File: src/rtl/sort_pkg.sv
`default_nettype none
// ============================================================================
// sort_pkg : shared word/frame types and size defaults for the sorter datapath
// Rev 1.0
// ============================================================================
package sort_pkg;

  localparam int SORT_N     = 6;
  localparam int SORT_WIDTH = 8;
  localparam int SORT_CNT_W = $clog2(SORT_N + 1);

  typedef logic [SORT_WIDTH-1:0] word_t;
  typedef word_t                 frame_t [SORT_N];
  typedef logic [SORT_CNT_W-1:0] cnt_t;

endpackage
`default_nettype wire

File: src/rtl/frame_bank.sv
`default_nettype none
// ============================================================================
// frame_bank : one frame of storage with write index, close/pad logic and
//              a full flag that holds the frame until it is read out.
// Rev 1.0
// ============================================================================
module frame_bank
  import sort_pkg::*;
#(
  parameter int               N     = SORT_N,
  parameter int               WIDTH = SORT_WIDTH,
  parameter logic [WIDTH-1:0] PAD   = {WIDTH{1'b1}}
) (
  input  logic                         clk,
  input  logic                         rst,
  input  logic                         i_wr,
  input  logic [WIDTH-1:0]             i_data,
  input  logic                         i_last,
  input  logic                         i_rd_done,
  output logic                         o_full,
  output logic [WIDTH-1:0]             o_data [N],
  output logic [$clog2(N+1)-1:0]       o_count
);

  localparam int CW = $clog2(N + 1);

  logic [CW-1:0]    r_wr_idx;
  logic [CW-1:0]    r_count;
  logic             r_full;
  logic [WIDTH-1:0] r_data [N];
  logic             w_closing;

  // The Nth word closes the frame whether or not it carries in_last.
  assign w_closing = i_last | (r_wr_idx == CW'(N - 1));

  always_ff @(posedge clk or posedge rst) begin
    if (rst) begin
      r_wr_idx <= '0;
      r_count  <= '0;
      r_full   <= 1'b0;
      for (int i = 0; i < N; i++) r_data[i] <= '0;
    end else begin
      if (i_rd_done) r_full <= 1'b0;
      if (i_wr) begin
        for (int i = 0; i < N; i++) begin
          if (CW'(i) == r_wr_idx)
            r_data[i] <= i_data;
          else if (w_closing && (CW'(i) > r_wr_idx))
            r_data[i] <= PAD;
        end
        if (w_closing) begin
          r_count  <= r_wr_idx + 1'b1;
          r_wr_idx <= '0;
          r_full   <= 1'b1;
        end else begin
          r_wr_idx <= r_wr_idx + 1'b1;
        end
      end
    end
  end

  assign o_full  = r_full;
  assign o_count = r_count;
  always_comb begin
    for (int i = 0; i < N; i++) o_data[i] = r_data[i];
  end

endmodule
`default_nettype wire

File: src/rtl/sort_frame_loader.sv
`default_nettype none
// ============================================================================
// sort_frame_loader : assembles a serial word stream into padded N-word frames
//                     held stable for the sorter. SORT_LOADER_PINGPONG_EN
//                     selects two banks (fill one while the other is held).
// Rev 1.0
// ============================================================================
module sort_frame_loader
  import sort_pkg::*;
#(
  parameter int               N     = SORT_N,
  parameter int               WIDTH = SORT_WIDTH,
  parameter logic [WIDTH-1:0] PAD   = {WIDTH{1'b1}}
) (
  input  logic                   clk,
  input  logic                   rst,
  input  logic                   in_valid,
  input  logic [WIDTH-1:0]       in_data,
  input  logic                   in_last,
  output logic                   in_ready,
  output logic [WIDTH-1:0]       frame_data [N],
  output logic [$clog2(N+1)-1:0] frame_count,
  output logic                   frame_valid,
  input  logic                   frame_ready
);

  localparam int CW = $clog2(N + 1);
`ifdef SORT_LOADER_PINGPONG_EN
  localparam int NB = 2;
`else
  localparam int NB = 1;
`endif

  logic [NB-1:0]    w_full;
  logic [NB-1:0]    w_wr;
  logic [NB-1:0]    w_rd;
  logic [WIDTH-1:0] w_data  [NB][N];
  logic [CW-1:0]    w_count [NB];
  logic             w_wsel;
  logic             w_rsel;
  logic             w_accept;
  logic             w_take;

  for (genvar b = 0; b < NB; b++) begin : g_bank
    assign w_wr[b] = w_accept & (w_wsel == 1'(b));
    assign w_rd[b] = w_take   & (w_rsel == 1'(b));
    frame_bank #(
      .N     (N),
      .WIDTH (WIDTH),
      .PAD   (PAD)
    ) u_bank (
      .clk       (clk),
      .rst       (rst),
      .i_wr      (w_wr[b]),
      .i_data    (in_data),
      .i_last    (in_last),
      .i_rd_done (w_rd[b]),
      .o_full    (w_full[b]),
      .o_data    (w_data[b]),
      .o_count   (w_count[b])
    );
  end

`ifdef SORT_LOADER_PINGPONG_EN
  logic r_wr_ptr;
  logic r_rd_ptr;

  // r_wr_ptr follows the newest written bank; once it is full, writes move to
  // the other bank, which is also the oldest frame when both are full.
  assign w_wsel = w_full[r_wr_ptr] ? ~r_wr_ptr : r_wr_ptr;
  assign w_rsel = r_rd_ptr;

  always_ff @(posedge clk or posedge rst) begin
    if (rst) begin
      r_wr_ptr <= 1'b0;
      r_rd_ptr <= 1'b0;
    end else begin
      if (!w_full[w_wsel]) r_wr_ptr <= w_wsel;
      if (w_take)          r_rd_ptr <= ~r_rd_ptr;
    end
  end
`else
  assign w_wsel = 1'b0;
  assign w_rsel = 1'b0;
`endif

  assign in_ready    = ~rst & ~w_full[w_wsel];
  assign w_accept    = in_valid & in_ready;
  assign frame_valid = w_full[w_rsel];
  assign w_take      = frame_valid & frame_ready;
  assign frame_count = w_count[w_rsel];

  always_comb begin
    for (int i = 0; i < N; i++) frame_data[i] = w_data[w_rsel][i];
  end

endmodule
`default_nettype wire

File: config.mk
export PLATFORM = sky130hd
export DESIGN_NAME = sort_frame_loader
export DESIGN_NICKNAME = d
export VERILOG_FILES = /design/src/rtl/sort_pkg.sv /design/src/rtl/frame_bank.sv /design/src/rtl/sort_frame_loader.sv
export SDC_FILE = /design/constraint.sdc
export NUM_CORES = 1
export LEC_CHECK = 0
export CAP_MARGIN = 20
export CORE_UTILIZATION = 52
export CTS_BUF_LIST = sky130_fd_sc_hd__clkbuf_8
export DETAILED_ROUTE_END_ITERATION = 10
export HOLD_SLACK_MARGIN = 0.08
export PLACE_DENSITY = 0.95
export SYNTH_ARGS = -nofsm -noshare
export SYNTH_HDL_FRONTEND = slang
export SYNTH_SLANG_ARGS = --single-unit
export TNS_END_PERCENT = 5
File: constraint.sdc
create_clock -name clk -period 5 [get_ports clk]
set_input_delay 0.5 -clock clk [delete_from_list [all_inputs] [get_ports clk]]
set_output_delay 0.5 -clock clk [all_outputs]
set_load 0.03 [all_outputs]
==> reports/summary.md, run 1 <==
- 0.0667 — synthesized-area fraction occupied by and/or/nand/nor cells
- 0.617 — top-area cell type share of the netlist area
- sky130_fd_sc_hd__nor3b_2 — critical path's slowest cell
- 182 — number of nets in the synthesized netlist
- 0 — Maximum Capacitance Violations
- 2230 µm² — Mapped Area
- 0.486 — crit share post-route
- 0.273 — Tot GR Track Use
- sky130_fd_sc_hd__dfrtp_1 — most frequent cell after synthesis
- 0.617 — sequential element share of the synthesized area
- 13.4 µm² — mean cell area of the mapped netlist
- reg -> reg — class of the most critical hold timing path
- 0.00681 ns — setup clock skew after layout
- 0 — setup violation total in the final timing report
- 3 — Worst R2R Path Depth
- 4 — number of iterations in the first detailed-routing pass
- 0 — count of cells resized by post-cts repair
- 31 — synth unique cells
- 0 — number of diodes
- 1 — Hold Path Stages
- 0.950 ns — Worst-Margin Slew
- 0 — number of hold violations in the final report
- 0 — GR Overflow Total
- sky130_fd_sc_hd__dfrtp_1 (62%), sky130_fd_sc_hd__o22a_1 (16%), sky130_fd_sc_hd__mux2i_1 (3.6%) — ranking of synthesized cells by area
- built — clock tree from TritonCTS
- false — setup repair after global routing missed its margin
- clkdlybuf4s50_1 > nor3b_2 > o21ai_0 > mux2_2 — crit-path cells
- in -> reg — critical setup path kind
- 5.64 mm — total wire length
- 55 — FF+latch count, synth
- 67.5 µm — height of the die
- 1.66 mW — Tot Pwr
- 1710 — DR vias
- 4560 µm² — overall die area
- 0.364 — tightest slew margin relative to the limit
- 166 — synthesized netlist cell count
- 8.68 mm — first-pass GRT wire length
- sky130_fd_sc_hd__dfrtp_1 — Top FF cell, synth
- 0.10 ns — Clk pin slew, worst setup/hold paths
- 5 — number of clock buffers inserted by TritonCTS
- 2.64 ns — Arrival @ worst endpoint
- 0.795 — GPL Wtd Cong
- input pin — Worst Setup Start Kind
- 3.74 mm — Detailed Place HPWL
- 0 — max-slew violation count
- simple AND/OR/NAND/NOR gates — cell family contributing the most delay on the critical path
- flip-flop — Crit. End Element
- 5.20 ns — critical path required time
- 786 µm² — area of the multi-input gates
- 0.753 — core occupancy in the finished layout
- 36.9% — post-synthesis to final-layout area growth
- 250 — number of nets in the final layout
- 0.494 ns — Fin Hold WS
- 0 — initial antenna violation count
- 66 — number of top-level pins
- g_bank[0].u_bank.o_count[2] — terminus of the critical flop-to-flop path
- sky130_fd_sc_hd__clkbuf_8 — clock tree root driver cell
- g_bank[0].u_bank.o_data[25] — beginning of the worst hold path
- 0.0168 — adder-cell share of the synthesized area
- sky130_fd_sc_hd__dfrtp_1 (55), sky130_fd_sc_hd__o22a_1 (40), sky130_fd_sc_hd__inv_1 (12) — leading post-synthesis cells by instance count
- 0 — final routed DRC violation total
- 1 — CP Buf/Inv Count
- 0 — count of yosys warnings during synthesis
- 2.80 ns — R2R setup slack
- 67 — Iter 0 DRT Violations
- 2 — H-Tree Level Count
- completed — outcome
- 0 — count of flip-flops with a built-in enable after synthesis
- 6.00 — post-DR vias/cell
- 258 — number of inserted filler cells in the final layout
- 23 — number of standard-cell rows in the floorplan
- 1657 — vias in the first global route
- 2.23 ns — pre-CTS WS
- 1380 µm² — Sequential Area
- 0 ns — final sum of negative setup slack
- 0.000423 V — Max rail drop VDD
- 0.411 GHz — maximum achievable frequency
- 0 — Setup Fix Bufs, Post-CTS
- 0.0510 — multiplexer fraction of the synthesized cell area
- 0.550 — starting density of the core
- 0 — residual antenna-violating net count after detailed routing
- 2.43 ns — clock period minus final worst setup slack
- 2 — Max Buffers Root-to-Sink
- 65 — number of buffers inserted by port buffering
- 17 — highest net fanout along the worst path
- 4060 µm² — placeable core area
- 0.00392 — synthesized-area fraction occupied by xor and xnor cells
- 543 nW/µm² — Power Dens Cells
- g_bank[0].u_bank.o_full — worst reg2reg startpoint
- 0.214 — Synth Area in Compound Gates
- g_bank[0].u_bank.o_data[25] — hold path endpoint
- 0.0851 — share of post-route cells with drive strength above 1
- 1.00 — ys async rst share
- sky130_fd_sc_hd__dfrtp_1 — dominant cell type by area after synthesis
- 19.8 µm — average routed wire per standard cell
- 2.57 ns — post-route setup slack
- 55 — count of clock tree sinks
- 0.32 ns — latest clock arrival within the worst-skew pair
- 67.5 µm — Die W
- 0 — hold buffers post-CTS
- 56 — maximum number of pins on one net before global-route repair
- 1.23 nW — leakage power of the design
- compound AO/OA/AOI/OAI gates — largest family of logic cells by synthesized area
- 0.81 ns — highest cell delay on the worst timing path
[worst max-delay path by stage]
stage / end / cells after the start / slack, ns / from
finish: g_bank[0].u_bank.o_count[2] / 4 / 2.57 / rst
detailed placement: g_bank[0].u_bank.o_count[2] / 4 / 2.23 / rst
floorplan: g_bank[0].u_bank.o_count[0] / 1 / 3.16 / rst
CTS: g_bank[0].u_bank.o_count[2] / 4 / 2.56 / rst
global route: g_bank[0].u_bank.o_count[1] / 4 / 2.40 / rst
global placement: g_bank[0].u_bank.o_count[1] / 4 / 2.30 / rst
[metrics by stage]
stage	std cells	area, µm²
after global placement	276	2920
after CTS	284	3040
after detailed placement	276	2920
after floorplan	166	2230
final	285	3060
after global routing	285	3060
[metal layers]
layer | track usage | wire [µm]
met1 | 0.369 | 2430
met2 | 0.422 | 2740
met3 | 0.0693 | 349
met4 | 0.109 | 119
met5 | 0 | 0
[area by class of cell]
cell class                      instances  share of cell area
Clock buffer                            5              0.0225
Sequential cell                        55               0.450
Clock inverter                          3              0.0156
Multi-Input combinational cell         94               0.257
Inverter                               12              0.0147
Tap cell                               50              0.0205
Timing Repair Buffer                   66               0.219
[flip-flops by register name (all words and copies together), names as in the netlist]
| name | count |
|---|---|
| g_bank.u_bank.o_data | 48 |
| g_bank.u_bank.o_count | 3 |
| g_bank.u_bank.r_wr_idx | 3 |
| g_bank.u_bank.o_full | 1 |
[logic make-up after synthesis]
logic type | after synthesis
simple gates | 20
compound gates | 59
fa+ha+maj | 3
buf+inv | 17
flops | 55
xor+xnor | 1
mux | 11
[placed cells by master, fill, tap and decap left out, drive strengths merged]
master	netlist	routed
clkinv	0	1
a32o	1	1
o211a	1	1
and3b	1	1
nor3b	2	2
or4b	1	1
xor2	1	1
clkdlybuf4s50	0	65
o21ai	4	4
dfrtp	55	55
nor3	1	1
clkbuf	2	5
a31oi	8	8
mux2	3	3
o22a	40	40
nor2b	1	1
bufinv	0	1
ha	3	3
nor4b	1	1
nand3	3	3
buf	3	1
o31ai	1	1
inv	12	13
mux2i	8	8
nand2	5	5
a31o	1	1
a21oi	1	1
nor2	5	5
o21a	2	2
[power breakdown]
part | total (mW) | internal [mW] | switching, mW | leakage (nW)
registers | 0.659 | 0.569 | 0.0899 | 0.554
clock network | 0.303 | 0.152 | 0.151 | 0.0587
logic | 0.699 | 0.305 | 0.394 | 0.620
total | 1.66 | 1.03 | 0.635 | 1.23
[worst register-to-register path: stages (launching register included)]
cell	delay [ns]
sky130_fd_sc_hd__dfrtp_1	0.48
sky130_fd_sc_hd__nor3b_2	0.82
sky130_fd_sc_hd__o21ai_0	0.42
sky130_fd_sc_hd__mux2_2	0.37
(Power assumes the default switching activity.)
==> run 2, diff against run 1 <==
--- a/config.mk
+++ b/config.mk
@@ -6,11 +6,11 @@
 export NUM_CORES = 1
 export LEC_CHECK = 0
 export CAP_MARGIN = 20
-export CORE_UTILIZATION = 52
+export CORE_UTILIZATION = 48
 export CTS_BUF_LIST = sky130_fd_sc_hd__clkbuf_8
 export DETAILED_ROUTE_END_ITERATION = 10
 export HOLD_SLACK_MARGIN = 0.08
-export PLACE_DENSITY = 0.95
+export PLACE_DENSITY = 0.92
 export SYNTH_ARGS = -nofsm -noshare
 export SYNTH_HDL_FRONTEND = slang
 export SYNTH_SLANG_ARGS = --single-unit
==> constraint.sdc (replaced) <==
create_clock -name clk -period 2.5 [get_ports clk]
set_input_delay 0.25 -clock clk [delete_from_list [all_inputs] [get_ports clk]]
set_output_delay 0.25 -clock clk [all_outputs]
set_load 0.03 [all_outputs]
==> run 2 against run 1 <==
Cell area increased by 0.29%; routed wire length decreased by 6.4%; clock skew increased by 0.0031 ns.
==> reports/summary.md, run 2 (synthesis results as in run 1) <==
- 0 — number of diodes, unchanged
- 0.0924 — share of post-route cells with drive strength above 1, was 0.0851
- 0 — hold buffers post-CTS, unchanged
- 18.2 µm — average routed wire per standard cell, was 19.8 µm
- 24 — number of standard-cell rows in the floorplan, was 23
- sky130_fd_sc_hd__clkbuf_8 — clock tree root driver cell, unchanged
- 140 — Iter 0 DRT Violations, was 67
- 0.408 — sequential share of power, was 0.397
- 0.00993 ns — setup clock skew after layout, was 0.00681 ns
- 2 — Max Buffers Root-to-Sink, unchanged
- in -> async — class of the most critical hold timing path, was reg -> reg
- 282 — Cells after DPL, was 276
- 0 — initial antenna violation count, unchanged
- 0.483 ns — Fin Hold WS, was 0.494 ns
- 2.00 mW — internal power consumption, was 1.03 mW
- 32 — maximum number of pins on one net before global-route repair, was 56
- 0 — Setup Fix Bufs, Post-CTS, unchanged
- 1050 nW/µm² — Power Dens Cells, was 543 nW/µm²
- 0 — number of hold violations in the final report, unchanged
- 5.28 mm — total wire length, was 5.64 mm
- 0.694 — core occupancy in the finished layout, was 0.753
- 0 — final routed DRC violation total, unchanged
- 2.25 ns — critical path required time, was 5.20 ns
- 0 — setup violation total in the final timing report, unchanged
- 0.811 — GPL Wtd Cong, was 0.795
- 0 — Maximum Capacitance Violations, unchanged
- completed — outcome, unchanged
- 0.378 — switching power as a share of total power, was 0.382
- 0 ns — final sum of negative setup slack, unchanged
- 0.31 ns — latest clock arrival within the worst-skew pair, was 0.32 ns
- 0.000721 V — Max rail drop VDD, was 0.000423 V
- in -> out — critical setup path kind, was in -> reg
- 70.2 µm — height of the die, was 67.5 µm
- false — setup repair after global routing missed its margin, unchanged
- 4410 µm² — placeable core area, was 4060 µm²
- 0 — count of cells resized by post-cts repair, unchanged
- 66 — number of top-level pins, unchanged
- 5 — highest net fanout along the worst path, was 17
- sky130_fd_sc_hd__clkdlybuf4s50_1 (65), sky130_fd_sc_hd__dfrtp_1 (55), sky130_fd_sc_hd__o22a_1 (40) — highest-count cells in the layout ignoring fill and taps, unchanged
- 0.431 — Gate power share, was 0.421
- 1.24 nW — leakage power of the design, was 1.23 nW
- sky130_fd_sc_hd__clkdlybuf4s50_1 — leading cell type in the layout, fill and taps excluded, unchanged
- 1685 — vias in the first global route, was 1657
- input pin — Worst Setup Start Kind, unchanged
- 0 — residual antenna-violating net count after detailed routing, unchanged
- 1690 — DR vias, was 1710
- 2 — H-Tree Level Count, unchanged
- 3.65 mm — Detailed Place HPWL, was 3.74 mm
- output pin — Crit. End Element, was flip-flop
- 253 — number of nets in the final layout, was 250
- 0 — GR Overflow Total, unchanged
- built — clock tree from TritonCTS, unchanged
- 4930 µm² — overall die area, was 4560 µm²
- 37.3% — post-synthesis to final-layout area growth, was 36.9%
- 0.536 ns — Worst-Margin Slew, was 0.950 ns
- 0.737 — crit share post-route
- 65 — number of buffers inserted by port buffering, unchanged
- 290 — non-filler instance count after layout, was 285
- 0.233 — Tot GR Track Use, was 0.273
- 0.506 — starting density of the core, was 0.550
- 70.2 µm — Die W, was 67.5 µm
- 0.10 ns — Clk pin slew, worst setup/hold paths, about the same
- 0 — max-slew violation count, unchanged
- 1.84 ns — clock period minus final worst setup slack
- 48 — max reg flops, unchanged
- 5.83 — post-DR vias/cell, was 6.00
- 5 — number of iterations in the first detailed-routing pass, was 4
- 55 — count of clock tree sinks, unchanged
- 0.161 — relative contribution of the clock network to total power, was 0.182
- 0.543 GHz — maximum achievable frequency
- 1.59 ns — Arrival @ worst endpoint, was 2.64 ns
- 0.640 — tightest slew margin relative to the limit, was 0.364
- 1.22 mW — power dissipated by switching net loads, was 635 µW
- 8.59 mm — first-pass GRT wire length, was 8.68 mm
- 5 — number of clock buffers inserted by TritonCTS, unchanged
==> run 2: cell type report <==
class	instances	area [µm²]
timing repair buffer	69	693
tap	52	65.1
inverter	12	45.0
sequential	55	1380
multi-input combinational	94	786
fill	309	1350
clock inverter	1	3.75
clock buffer	7	96.3
==> run 2: power groups by stage <==
stage,Combinational [mW],Sequential [mW],Clock [mW]
detailed placement,1.39,1.32,0
floorplan,0.321,1.77,0
global route,1.45,1.35,0.564
finish,1.39,1.31,0.518
global placement,1.36,1.32,0
CTS,1.40,1.31,0.525
==> run 2: worst max-delay path: stages <==
cell,delay (ns)
sky130_fd_sc_hd__clkdlybuf4s50_1,0.54
sky130_fd_sc_hd__nor2_1,0.13
sky130_fd_sc_hd__clkdlybuf4s50_1,0.67
==> run 2: path summary, 6_finish.rpt <==
path                                               from                           to  slack (ns)  cells past startpoint
min reg2reg                 g_bank[0].u_bank.o_data[43]  g_bank[0].u_bank.o_data[43]        0.49                      1
max reg2reg                g_bank[0].u_bank.r_wr_idx[1]  g_bank[0].u_bank.o_count[1]        0.71                      3
min in group clk            g_bank[0].u_bank.o_data[43]  g_bank[0].u_bank.o_data[43]        0.49                      1
max                                                 rst                     in_ready        0.66                      3
min                                                 rst  g_bank[0].u_bank.o_data[11]        0.48                      2
max in group asynchronous                           rst  g_bank[0].u_bank.o_data[29]        1.47                      3
==> run 2: stage by stage <==
step / setup WS (ns) / instance area [µm²] / power (mW)
floorplan: 0.850 / 2230 / 2.09
global placement: 0.561 / 2970 / 2.68
detailed placement: 0.502 / 2970 / 2.71
CTS: 0.651 / 3070 / 3.24
global route: 0.545 / 3070 / 3.36
finish: 0.657 / 3070 / 3.22
==> run 2: metal layers <==
metal / vias to the layer above / GRT usage / part of all wire
met2: 65 / 0.351 / 0.47
met4: 0 / 0.111 / 0.028
met1: 843 / 0.318 / 0.44
met5: - / 0 / 0
li1: 767 / - / -
met3: 15 / 0.0606 / 0.058
